==> src/rtl/pkt_shifter.sv <==
// pkt_shifter: serial packet shifter for the radio link.
// RX mode accumulates PACKET_SIZE strobed bits into rx_data; TX mode shifts
// a preamble followed by the payload out on dout, one bit per strobe.
module pkt_shifter #(
  parameter int unsigned PACKET_SIZE   = 64,
  parameter int unsigned PREAMBLE_SIZE = 8,
  parameter logic [PREAMBLE_SIZE-1:0] PREAMBLE_PATTERN = PREAMBLE_SIZE'(8'b10101010)
) (
  input  logic                   clk,
  input  logic                   rst,
  input  logic                   RX,
  input  logic                   sh_en,
  input  logic                   fsm_rst,
  input  logic                   din,
  input  logic                   tx_load,
  input  logic [PACKET_SIZE-1:0] tx_data,
  output logic [PACKET_SIZE-1:0] rx_data,
  output logic                   rx_valid,
  output logic                   tx_rdy,
  output logic                   dout,
  output logic                   tx_busy,
  output logic                   tx_done
);

  localparam int unsigned FRAME_SIZE = PREAMBLE_SIZE + PACKET_SIZE;
  localparam int unsigned BCW        = $clog2(PACKET_SIZE + 1);
  localparam int unsigned TCW        = $clog2(FRAME_SIZE + 1);

  typedef enum logic [1:0] {
    S_IDLE     = 2'd0,
    S_RX_SHIFT = 2'd1,
    S_TX_WAIT  = 2'd2,
    S_TX_SHIFT = 2'd3
  } state_t;

  state_t                 r_state;
  logic                   r_din_m;
  logic                   r_din_s;
  logic [PACKET_SIZE-1:0] r_shreg;
  logic [BCW-1:0]         r_bit_cnt;
  logic [FRAME_SIZE-1:0]  r_frame;
  logic [TCW-1:0]         r_tx_cnt;
  logic [PACKET_SIZE-1:0] r_rx_data;
  logic                   r_rx_valid;
  logic                   r_tx_rdy;
  logic                   r_dout;
  logic                   r_tx_busy;
  logic                   r_tx_done;

  logic                   w_rx_full;
  logic                   w_tx_last;
  logic [PACKET_SIZE-1:0] w_sh_base;
  logic [BCW-1:0]         w_cnt_base;

  // A completed packet is handed off this cycle, so a coincident strobe starts a fresh one
  assign w_rx_full  = (r_bit_cnt == BCW'(PACKET_SIZE));
  assign w_tx_last  = (r_tx_cnt == TCW'(FRAME_SIZE));
  assign w_sh_base  = w_rx_full ? '0 : r_shreg;
  assign w_cnt_base = w_rx_full ? '0 : r_bit_cnt;

  assign rx_data  = r_rx_data;
  assign rx_valid = r_rx_valid;
  assign tx_rdy   = r_tx_rdy;
  assign dout     = r_dout;
  assign tx_busy  = r_tx_busy;
  assign tx_done  = r_tx_done;

  // Two-flop synchroniser for the asynchronous demodulated bit
  always_ff @(posedge clk) begin
    if (!rst) begin
      r_din_m <= 1'b0;
      r_din_s <= 1'b0;
    end else begin
      r_din_m <= din;
      r_din_s <= r_din_m;
    end
  end

  // Mode FSM with shift datapath and registered outputs
  always_ff @(posedge clk) begin
    if (!rst) begin
      r_state    <= S_IDLE;
      r_shreg    <= '0;
      r_bit_cnt  <= '0;
      r_frame    <= '0;
      r_tx_cnt   <= '0;
      r_rx_data  <= '0;
      r_rx_valid <= 1'b0;
      r_tx_rdy   <= 1'b0;
      r_dout     <= 1'b0;
      r_tx_busy  <= 1'b0;
      r_tx_done  <= 1'b0;
    end else begin
      r_rx_valid <= 1'b0;
      r_tx_done  <= 1'b0;
      case (r_state)
        S_IDLE: begin
          r_dout    <= 1'b0;
          r_tx_rdy  <= 1'b0;
          r_tx_busy <= 1'b0;
          if (RX) begin
            r_state   <= S_RX_SHIFT;
            r_shreg   <= '0;
            r_bit_cnt <= '0;
          end else if (tx_load) begin
            r_state   <= S_TX_WAIT;
            r_frame   <= {PREAMBLE_PATTERN, tx_data};
            r_tx_cnt  <= '0;
            r_tx_rdy  <= 1'b1;
            r_tx_busy <= 1'b1;
          end
        end

        S_RX_SHIFT: begin
          if (!RX) begin
            // Leaving receive mode drops any partial packet
            r_state   <= S_IDLE;
            r_shreg   <= '0;
            r_bit_cnt <= '0;
          end else begin
            if (w_rx_full) begin
              r_rx_data  <= r_shreg;
              r_rx_valid <= 1'b1;
            end
            if (fsm_rst) begin
              r_shreg   <= '0;
              r_bit_cnt <= '0;
            end else if (sh_en) begin
              r_shreg   <= {w_sh_base[PACKET_SIZE-2:0], r_din_s};
              r_bit_cnt <= BCW'(w_cnt_base + BCW'(1));
            end else if (w_rx_full) begin
              r_shreg   <= '0;
              r_bit_cnt <= '0;
            end
          end
        end

        S_TX_WAIT: begin
          r_dout <= 1'b0;
          if (RX) begin
            r_state   <= S_IDLE;
            r_tx_rdy  <= 1'b0;
            r_tx_busy <= 1'b0;
            r_tx_cnt  <= '0;
          end else if (sh_en) begin
            r_dout   <= r_frame[FRAME_SIZE-1];
            r_frame  <= {r_frame[FRAME_SIZE-2:0], 1'b0};
            r_tx_cnt <= TCW'(1);
            r_tx_rdy <= 1'b0;
            r_state  <= S_TX_SHIFT;
          end
        end

        S_TX_SHIFT: begin
          if (RX) begin
            r_state   <= S_IDLE;
            r_dout    <= 1'b0;
            r_tx_rdy  <= 1'b0;
            r_tx_busy <= 1'b0;
            r_tx_cnt  <= '0;
          end else if (w_tx_last) begin
            // Last bit has been on dout for a cycle; close the frame
            r_state   <= S_IDLE;
            r_dout    <= 1'b0;
            r_tx_busy <= 1'b0;
            r_tx_done <= 1'b1;
            r_tx_cnt  <= '0;
          end else if (sh_en) begin
            r_dout   <= r_frame[FRAME_SIZE-1];
            r_frame  <= {r_frame[FRAME_SIZE-2:0], 1'b0};
            r_tx_cnt <= TCW'(r_tx_cnt + TCW'(1));
          end
        end

        default: r_state <= S_IDLE;
      endcase
    end
  end

endmodule

==> config.mk <==
export PLATFORM = sky130hd
export DESIGN_NAME = pkt_shifter
export DESIGN_NICKNAME = d
export VERILOG_FILES = /design/src/rtl/pkt_shifter.sv
export SDC_FILE = /design/constraint.sdc
export NUM_CORES = 1
export LEC_CHECK = 0
export BUFFER_PORTS_ARGS = -buffer_cell sky130_fd_sc_hd__buf_2
export CAP_MARGIN = 5
export CELL_PAD_IN_SITES_DETAIL_PLACEMENT = 1
export CELL_PAD_IN_SITES_GLOBAL_PLACEMENT = 2
export CORE_ASPECT_RATIO = 1.75
export CORE_MARGIN = 1
export CORE_UTILIZATION = 37
export CTS_CLUSTER_SIZE = 25
export DETAILED_ROUTE_END_ITERATION = 8
export GPL_ROUTABILITY_DRIVEN = 0
export HOLD_SLACK_MARGIN = 0.1
export MAX_ROUTING_LAYER = met4
export PLACE_DENSITY_LB_ADDON = 0.1
export SETUP_SLACK_MARGIN = 0.1
export SYNTH_ARGS = -nofsm -noshare
export SYNTH_HDL_FRONTEND = slang
export SYNTH_SLANG_ARGS = --single-unit
==> constraint.sdc <==
create_clock -name clk -period 4.2 [get_ports clk]
set_input_delay 0.84 -clock clk [delete_from_list [all_inputs] [get_ports clk]]
set_output_delay 0.84 -clock clk [all_outputs]
set_load 0.02 [all_outputs]
# After elaboration in Yosys (flattened, before gate mapping)
# Cells that the tools add are included.
# totals
output_inout_bits	69
regBits	223
elab_cells	103
in_bits	71
# classes
n_mux	52
reduce_logical	14
bitwise	2
eq_ne	19
add_sub_neg	2
# ops
op	n
two-way mux 72 bit	6
two-way mux 64 bit	5
one-hot mux 72 bit (3 select lines)	1
one-hot mux 64 bit (2 select lines)	1
two-way mux 7 bit	12
one-hot mux 7 bit (3 select lines)	1
!= test 2 bit, second input constant	9
AND reduction 3 bit	5
adder 7 x 1 -> 7 bit, second input constant	2
equality test 7 bit, second input constant	2
two-way mux 1 bit	14
two-way mux 2 bit	7
one-hot mux 7 bit (2 select lines)	1
!= test 3 bit, second input constant	3
one-hot mux 1 bit (3 select lines)	3
one-hot mux 2 bit (4 select lines)	1
AND reduction 6 bit	1
!= test 5 bit, second input constant	1
AND reduction 5 bit	1
equality test 2 bit, second input constant	2
!= test 4 bit, second input constant	1
AND reduction 2 bit	2
AND reduction 4 bit	1
nonzero test 3 bit	1
other kinds (5)	6

# Depth between registers and ports, before layout
# Gate-level depths: netlist (run 1).
# logic_depth
word_depth	7
depth_mapped	8
mapped_depth_nobuf	6

# Worst setup path before layout (run 1)
# Ideal clock, no wire load.
# synth_timing
path_kind	in2reg
from	input rst
to	register r_tx_cnt[3]
n_path_buf	1
path_slack_ps	2140
path_stages	5
arrival_ps	1981
path_cell_list	clkbuf_1 -> nand4b_1 -> a21o_1 -> or4_1 -> o211ai_1
# synth_lines
element	line_no	source
from (decl)	10	input logic rst,
to (signal assigned)	171	r_tx_cnt <= TCW'(r_tx_cnt + TCW'(1));
to (decl)	42	logic [TCW-1:0] r_tx_cnt;

# Worst setup path after layout (run 1)
# layout_timing
from	register r_state[0]
to	register r_shreg[54]
# layout_via
elab_chain_cells	3
# layout_rtl
element	line_no	source
from (decl)	36	state_t r_state;
from (signal assigned)	82	r_state <= S_IDLE;
from (signal assigned)	102	r_state <= S_RX_SHIFT;
from (signal assigned)	106	r_state <= S_TX_WAIT;
equality test 2 x 1 -> 1 bit / logical NOT 2 bit (equally long branches)	96	case (r_state)
nonzero test 2 bit (no source line) / != test 2 bit (equally long branches)	--	
AND reduction 2 bit (no source line)	--	
to (signal assigned)	129	r_shreg <= {w_sh_base[PACKET_SIZE-2:0], r_din_s};
to (decl)	39	logic [PACKET_SIZE-1:0] r_shreg;
# Several ways; a longest one is shown, not always the timed one.
# A chain may end at the register's enable or synchronous reset.

==> results of run 1 <==
cells in the mapped netlist, drive strengths merged, types with 2 or more instances:
master | instances | area, µm²
mux2i | 63 | 631
nor3b | 2 | 20.0
nand2 | 205 | 769
o221a | 4 | 45.0
inv | 15 | 56.3
nand4 | 2 | 12.5
and4bb | 2 | 25.0
and2 | 4 | 25.0
dfxtp | 223 | 4460
o31ai | 3 | 22.5
nor2 | 6 | 25.0
o211ai | 71 | 533
clkbuf | 44 | 165
ha | 4 | 50.1
a21oi | 80 | 404
nor2b | 5 | 31.3
o21ai | 14 | 70.1
or4 | 3 | 22.5
o21bai | 2 | 18.8
a31oi | 2 | 12.5
xnor2 | 2 | 17.5
a22o | 63 | 552
o21a | 2 | 15.0
buf | 36 | 251
o221ai | 2 | 17.5
nand2b | 67 | 419
nor3 | 7 | 35.0
nand3 | 14 | 70.1
nand4b | 2 | 17.5
nand3b | 3 | 22.5
power groups by stage:
stage	clock network, W	logic, W	registers (W)
2_1_floorplan	0	0.000202	0.00222
3_3_place_gp	0	0.000261	0.00223
3_5_place_dp	0	0.000266	0.00223
4_1_cts	0.00214	0.000267	0.00218
5_1_grt	0.00222	0.000290	0.00219
6_report	0.00207	0.000260	0.00219
flip-flops by register name, indices dropped and copies added, names as in the netlist:
name / count
r_frame: 72
r_shreg: 64
rx_data: 64
r_bit_cnt: 7
r_tx_cnt: 7
r_state: 2
dout: 1
r_din_m: 1
r_din_s: 1
rx_valid: 1
tx_busy: 1
tx_done: 1
tx_rdy: 1
worst reg2reg max path: stages (launching register included):
cell      delay, ns
dfxtp_1        0.73
nand3b_1       0.18
a211oi_1       0.38
o21a_2         0.67
buf_4          0.45
a22o_1         0.20
cell families (layout without fill, tap and decap cells):
logic type,count (synthesis),after routing,synth area share (%)
AOI/OAI and AO/OA,254,254,19.9
and+or+nand+nor,329,329,17.5
buffers and inverters,95,205,5.25
adders and majority gates,4,4,0.556
muxes,63,63,7.01
xor gates and xnor gates,2,2,0.195
DFF,223,223,49.6
per-layer routing:
layer	up-vias	part of all wire (%)	routed length [µm]
met5	-	0	0
met3	26	3.8	837
li1	3594	-	-
met1	3461	42	9190
met4	0	1.9	414
met2	122	53	11500
stage by stage:
step	total power, W	util [%]
finish	0.00451	44.0
global route	0.00470	44.0
CTS	0.00460	44.0
detailed placement	0.00250	40.8
global placement	0.00249	40.8
floorplan	0.00242	-
worst min-delay path by stage:
stage,slack [ns],end,from,cells after the start
2_1_floorplan,0.41,r_din_s,r_din_m,1
3_3_place_gp,0.42,r_shreg[0],r_din_s,2
3_5_place_dp,0.43,r_shreg[0],r_din_s,2
4_1_cts,0.44,r_shreg[0],r_din_s,2
5_1_grt,0.47,r_frame[37],r_frame[37],2
6_report,0.44,r_shreg[0],r_din_s,2
placed cells by master, fill, tap and decap left out, types with 2 or more instances in the layout:
master	Yosys	final
clkinv_2	0	7
o31ai_1	3	3
clkbuf_1	44	2
ha_1	4	4
o21ai_1	5	5
nor2_1	5	5
xnor2_1	2	2
o211ai_1	71	71
nand4b_1	2	2
and2_1	4	4
buf_4	4	12
inv_1	14	14
and4bb_1	2	2
o221ai_1	2	2
clkbuf_16	0	23
a21oi_1	79	79
o21ai_0	9	9
dfxtp_1	223	222
nand3b_1	3	3
a22o_1	63	63
clkbuf_8	0	6
nand3_1	14	14
nand2_1	205	205
nand4_1	2	2
nor3_1	7	7
mux2i_1	63	63
or4_1	3	3
buf_2	21	138
nand2b_1	67	67
o221a_1	4	4
nor2b_1	5	5
a31oi_1	2	2
bufinv_16	0	2
area by class of cell:
cell class              instances  share of cell area (%)
well taps                     308                    3.66
inverters                      15                   0.535
flip-flops and latches        223                    42.4
clock inverters                 9                   0.903
multi-input cells             652                    38.7
clock buffers                  31                    6.32
repair buffers                150                    7.41
==> results by group, run 1 <==
Synth
  – Flops & latches, synth: 223
  – Post-synthesis sequential area ratio: 49.6%
  – Netlist Area Pre-Place: 9000 µm²
  – Synth warn: 0
  – Fraction of registers with async set/reset: 0%
  – Gate Count Post-Synth: 970
  – Ys flop type: dfxtp_1
  – Synthesized area per cell: 9.28 µm²
  – Post-Syn Nets: 1,045
  – Unique masters post-synth: 57
  – Number of synthesized flops with an enable pin: 0

Timing
  – Worst clock skew: 0.00707 ns
  – Worst setup margin: 1.52 ns
  – Minimum clock period: 2.68 ns
  – Period utilization: 63.7%
  – RSZ-0062 raised after global routing: false
  – Post-Route Setup TNS: 0 ns
  – Max-slew violation count: 0
  – Smallest hold slack: 0.444 ns
  – Final setup viols: 0
  – Slew HR: 40.2%
  – Max Fclk: 374 MHz
  – Final Hold Fails: 0
  – Actual transition at the worst max-transition pin: 0.896 ns

CTS
  – Post-CTS Setup Bufs: 0
  – Worst skew pair latency: 0.51 ns
  – CTS Buffer Depth: 3
  – Cts repair resizes: 0
  – CTS tree: built
  – Reg clk slew, reported paths: 0.07 ns
  – TritonCTS Sinks: 223
  – Cts bufs inserted: 22
  – CTS Hold Buffers Added: 0
  – Root buf cell: clkbuf_16
  – Htree depth: 1

Setup path
  – RR Endpoint: r_shreg[54]
  – WP buf/inv: 1
  – WP depth: 5
  – Crit Path Category: reg -> reg
  – Crit-path cells: nand3b_1, a211oi_1, o21a_2, buf_4, a22o_1
  – CP Launch Point: r_state[0]
  – CP Launch Type: register
  – Worst setup path end: r_shreg[54]
  – Crit-path leading delay family: compound AO/OA/AOI/OAI gates
  – Slowest stage delay, CP: 0.73 ns
  – CP Max Fanout: 35
  – FF-to-FF path depth: 5
  – FF-to-FF Start: r_state[0]
  – Worst path required time: 4.65 ns
  – CP Capture Type: register
  – Crit-path slowest cell: dfxtp_1
  – Reg-to-reg slack, setup: 1.52 ns
  – Worst EP arrival: 3.13 ns

GRT
  – Largest net degree at the start of global routing: 95
  – Met3 Use GR: 2.88%
  – Grt met2 use: 32.4%
  – GRT Total Usage: 18.3%
  – Initial antenna violation count: 0
  – Met1 usage: 20.7%
  – Most Crowded Layer GR: met2
  – Vias in the first global route: 7,318
  – First-pass GRT wire length: 36.6 mm
  – Grt total ovfl: 0

Floorplan
  – Die Y: 208 µm
  – Core Box Area: 23,900 µm²
  – Row cnt: 75
  – Initial Util: 37.6%
  – DIE AREA: 25,000 µm²
  – DIE WIDTH: 120 µm
  – Ports: 140

Power and ir drop
  – Clock network power share: 45.8%
  – Part of the power in registers: 48.4%
  – Pint: 0.00349 W
  – Logic pwr share: 5.8%
  – Switch share: 22.5%
  – Leak: 3.89 nW
  – Maximum vdd drop: 273 µV
  – Psw: 0.00102 W
  – Pwr/cell area: 428 nW/µm²

Final layout
  – Register area: 4470 µm²
  – Final-stage net count: 1,139
  – Area delta synth->final: 17.0%
  – Final instance area: 10,500 µm²
  – Number of fill cells: 2,788
  – Multi-input gate area: 4080 µm²
  – # diodes: 0
  – Finished Layout Cells: 1,388
  – Ratio of cells with drive above 1 in the final layout: 18.4%

Route
  – Vias: 7,203
  – 1st-iter DRT viols: 362
  – WL/cell: 15.8 µm
  – Drt drc: 0
  – Post-DRT Antenna Nets: 0
  – Detailed Routing Iterations Pass 1: 4
  – Drt via density: 5.19
  – Routed Wire Length: 22.0 mm

Placement
  – Pre-CTS setup slack: 1.18 ns
  – Dpl hpwl: 14.0 mm
  – Placed Cells: 1,348
  – Dpl cell area: 9770 µm²
  – I/O Buffers: 139

Worst hold path
  – Hold Path Class: reg -> reg

Run status
  – Outcome: completed

Flow run
  – Max Cap Viol: 0
Note: power is estimated with default switching activity, not from simulation.
==> inputs of run 2 (changes only) <==
--- a/config.mk
+++ b/config.mk
@@ -11,7 +11,7 @@
 export CELL_PAD_IN_SITES_GLOBAL_PLACEMENT = 2
 export CORE_ASPECT_RATIO = 1.75
 export CORE_MARGIN = 1
-export CORE_UTILIZATION = 37
+export CORE_UTILIZATION = 31
 export CTS_CLUSTER_SIZE = 25
 export DETAILED_ROUTE_END_ITERATION = 8
 export GPL_ROUTABILITY_DRIVEN = 0
==> constraint.sdc (replaced) <==
create_clock -name clk -period 2.4 [get_ports clk]
set_input_delay 0.48 -clock clk [delete_from_list [all_inputs] [get_ports clk]]
set_output_delay 0.48 -clock clk [all_outputs]
set_load 0.02 [all_outputs]
==> run 2 against run 1 <==
Compared with the run above: sequential cell count is the same; clock skew is 0.0045 ns higher; clock power grew 86%; global-route usage shrank 2.1 points; hold slack got worse by 0.26 ns; core utilization decreased by 6.4 points; cell count increased by 5.5%; sequential share of layout area fell by 0.97 points; largest cell class unchanged; setup slack got worse by 1.2 ns; sequential power grew 74%.
==> results by group, run 2 (synthesis results as in run 1) <==
Run status
  – Outcome: completed

Setup path
  – Crit-path leading delay family: simple AND/OR/NAND/NOR gates
  – CP Capture Type: register
  – WP buf/inv: 1
  – CP Launch Type: register
  – CP Max Fanout: 62
  – Crit Path Category: reg -> reg
  – Worst path required time: 2.85 ns
  – Crit-path cells: and4bb_1, and2_1, nor3b_4, buf_12, a22o_1
  – Worst EP arrival: 2.50 ns
  – Crit-path slowest cell: dfxtp_1
  – Slowest stage delay, CP: 0.65 ns

CTS
  – Htree depth: 1
  – Cts repair resizes: 0
  – CTS Hold Buffers Added: 0
  – CTS Buffer Depth: 3
  – TritonCTS Sinks: 223
  – CTS tree: built
  – Root buf cell: clkbuf_16
  – Reg clk slew, reported paths: 0.06 ns
  – Post-CTS Setup Bufs: 0
  – Cts bufs inserted: 23
  – Worst skew pair latency: 0.52 ns

Timing
  – Minimum clock period: 2.05 ns
  – Slew HR: 50.5%
  – Actual transition at the worst max-transition pin: 0.743 ns
  – Max Fclk: 487 MHz
  – Max-slew violation count: 0
  – Final setup viols: 0
  – Smallest hold slack: 0.185 ns
  – RSZ-0062 raised after global routing: false
  – Post-Route Setup TNS: 0 ns
  – Worst setup margin: 0.348 ns
  – Final Hold Fails: 0
  – Worst clock skew: 0.0116 ns
  – Period utilization: 85.5%

Floorplan
  – DIE AREA: 29,700 µm²
  – Die Y: 227 µm
  – Row cnt: 82
  – Core Box Area: 28,600 µm²
  – Initial Util: 31.4%
  – Ports: 140
  – DIE WIDTH: 131 µm

Power and ir drop
  – Pwr/cell area: 755 nW/µm²
  – Clock network power share: 47.2%
  – Part of the power in registers: 46.9%
  – Maximum vdd drop: 454 µV
  – Leak: 3.95 nW
  – Logic pwr share: 6.0%
  – Psw: 0.00184 W
  – Switch share: 22.6%
  – Pint: 0.00630 W

Placement
  – Dpl cell area: 9970 µm²
  – Dpl hpwl: 14.4 mm
  – I/O Buffers: 139
  – Pre-CTS setup slack: 0.243 ns

Final layout
  – Most flop-heavy register: r_frame
  – Util after Layout: 37.7%
  – Number of fill cells: 3,308
  – Final-stage net count: 1,143
  – Max FFs per register: 72
  – Area delta synth->final: 19.8%
  – Most frequent cells in the layout: dfxtp_1 (222), nand2_1 (205), buf_2 (138)
  – Ratio of cells with drive above 1 in the final layout: 18.7%
  – Final instance area: 10,800 µm²
  – Most common library cell in the layout ignoring fill and taps: dfxtp_1

GRT
  – Vias in the first global route: 7,540
  – Largest net degree at the start of global routing: 132
  – Grt total ovfl: 0
  – GRT Total Usage: 16.2%
  – Initial antenna violation count: 2
  – First-pass GRT wire length: 37.9 mm

Route
  – Met2 wire length: 12.0 mm
  – 1st-iter DRT viols: 257
  – Drt via density: 4.95
  – Wl on met1: 9.46 mm
  – Post-DRT Antenna Nets: 0
  – Routed wl met3: 1.00 mm
  – Top Layer Used: met4
  – Drt drc: 0
  – Routed Wire Length: 22.9 mm
  – Vias: 7,244
  – WL/cell: 15.6 µm
  – Detailed Routing Iterations Pass 1: 4

Worst hold path
  – Hold Path Class: in -> reg

Flow run
  – Max Cap Viol: 0
## run 2: cell type report
type	instances	area, µm²	area share, %
flip-flops and latches	223	4470	41.5
multi-input cells	652	4080	37.9
repair buffers	153	891	8.26
clock buffers	29	638	5.92
well taps	378	473	4.39
clock inverters	12	168	1.56
inverters	15	56.3	0.522
diodes	2	5.00	0.0464
## run 2: worst paths after layout
check	startpoint	endpoint	slack, ns	cells past startpoint
min	din	r_din_m	0.19	2
min reg2reg	r_din_m	r_din_s	0.43	1
max reg2reg	r_state[0]	r_shreg[40]	0.35	5
max	r_state[0]	r_shreg[40]	0.35	5
## run 2: power by group through the flow
stage          Sequential [W]  Clock (W)  Combinational, W
4_1_cts               0.00381    0.00400          0.000503
2_1_floorplan         0.00388          0          0.000353
3_5_place_dp          0.00390          0          0.000502
5_1_grt               0.00382    0.00415          0.000544
6_report              0.00381    0.00384          0.000485
3_3_place_gp          0.00390          0          0.000495
## run 2: worst register-to-register path: stages, from the launching register on
cell	delay [ns]
dfxtp_1	0.65
and4bb_1	0.31
and2_1	0.22
nor3b_4	0.27
buf_12	0.29
a22o_1	0.25
## run 2: per-stage QoR
stage / instances / total power, W
after global placement: 1421 / 0.00439
after global routing: 1464 / 0.00852
after CTS: 1462 / 0.00832
after detailed placement: 1421 / 0.00440
final: 1464 / 0.00814
after floorplan: 970 / 0.00424
## run 2: per-layer routing
layer | track usage, % | vias to the layer above
li1 | - | 3603
met1 | 17.5 | 3492
met2 | 29.6 | 116
met3 | 2.98 | 33
met4 | 4.89 | 0
met5 | - | -
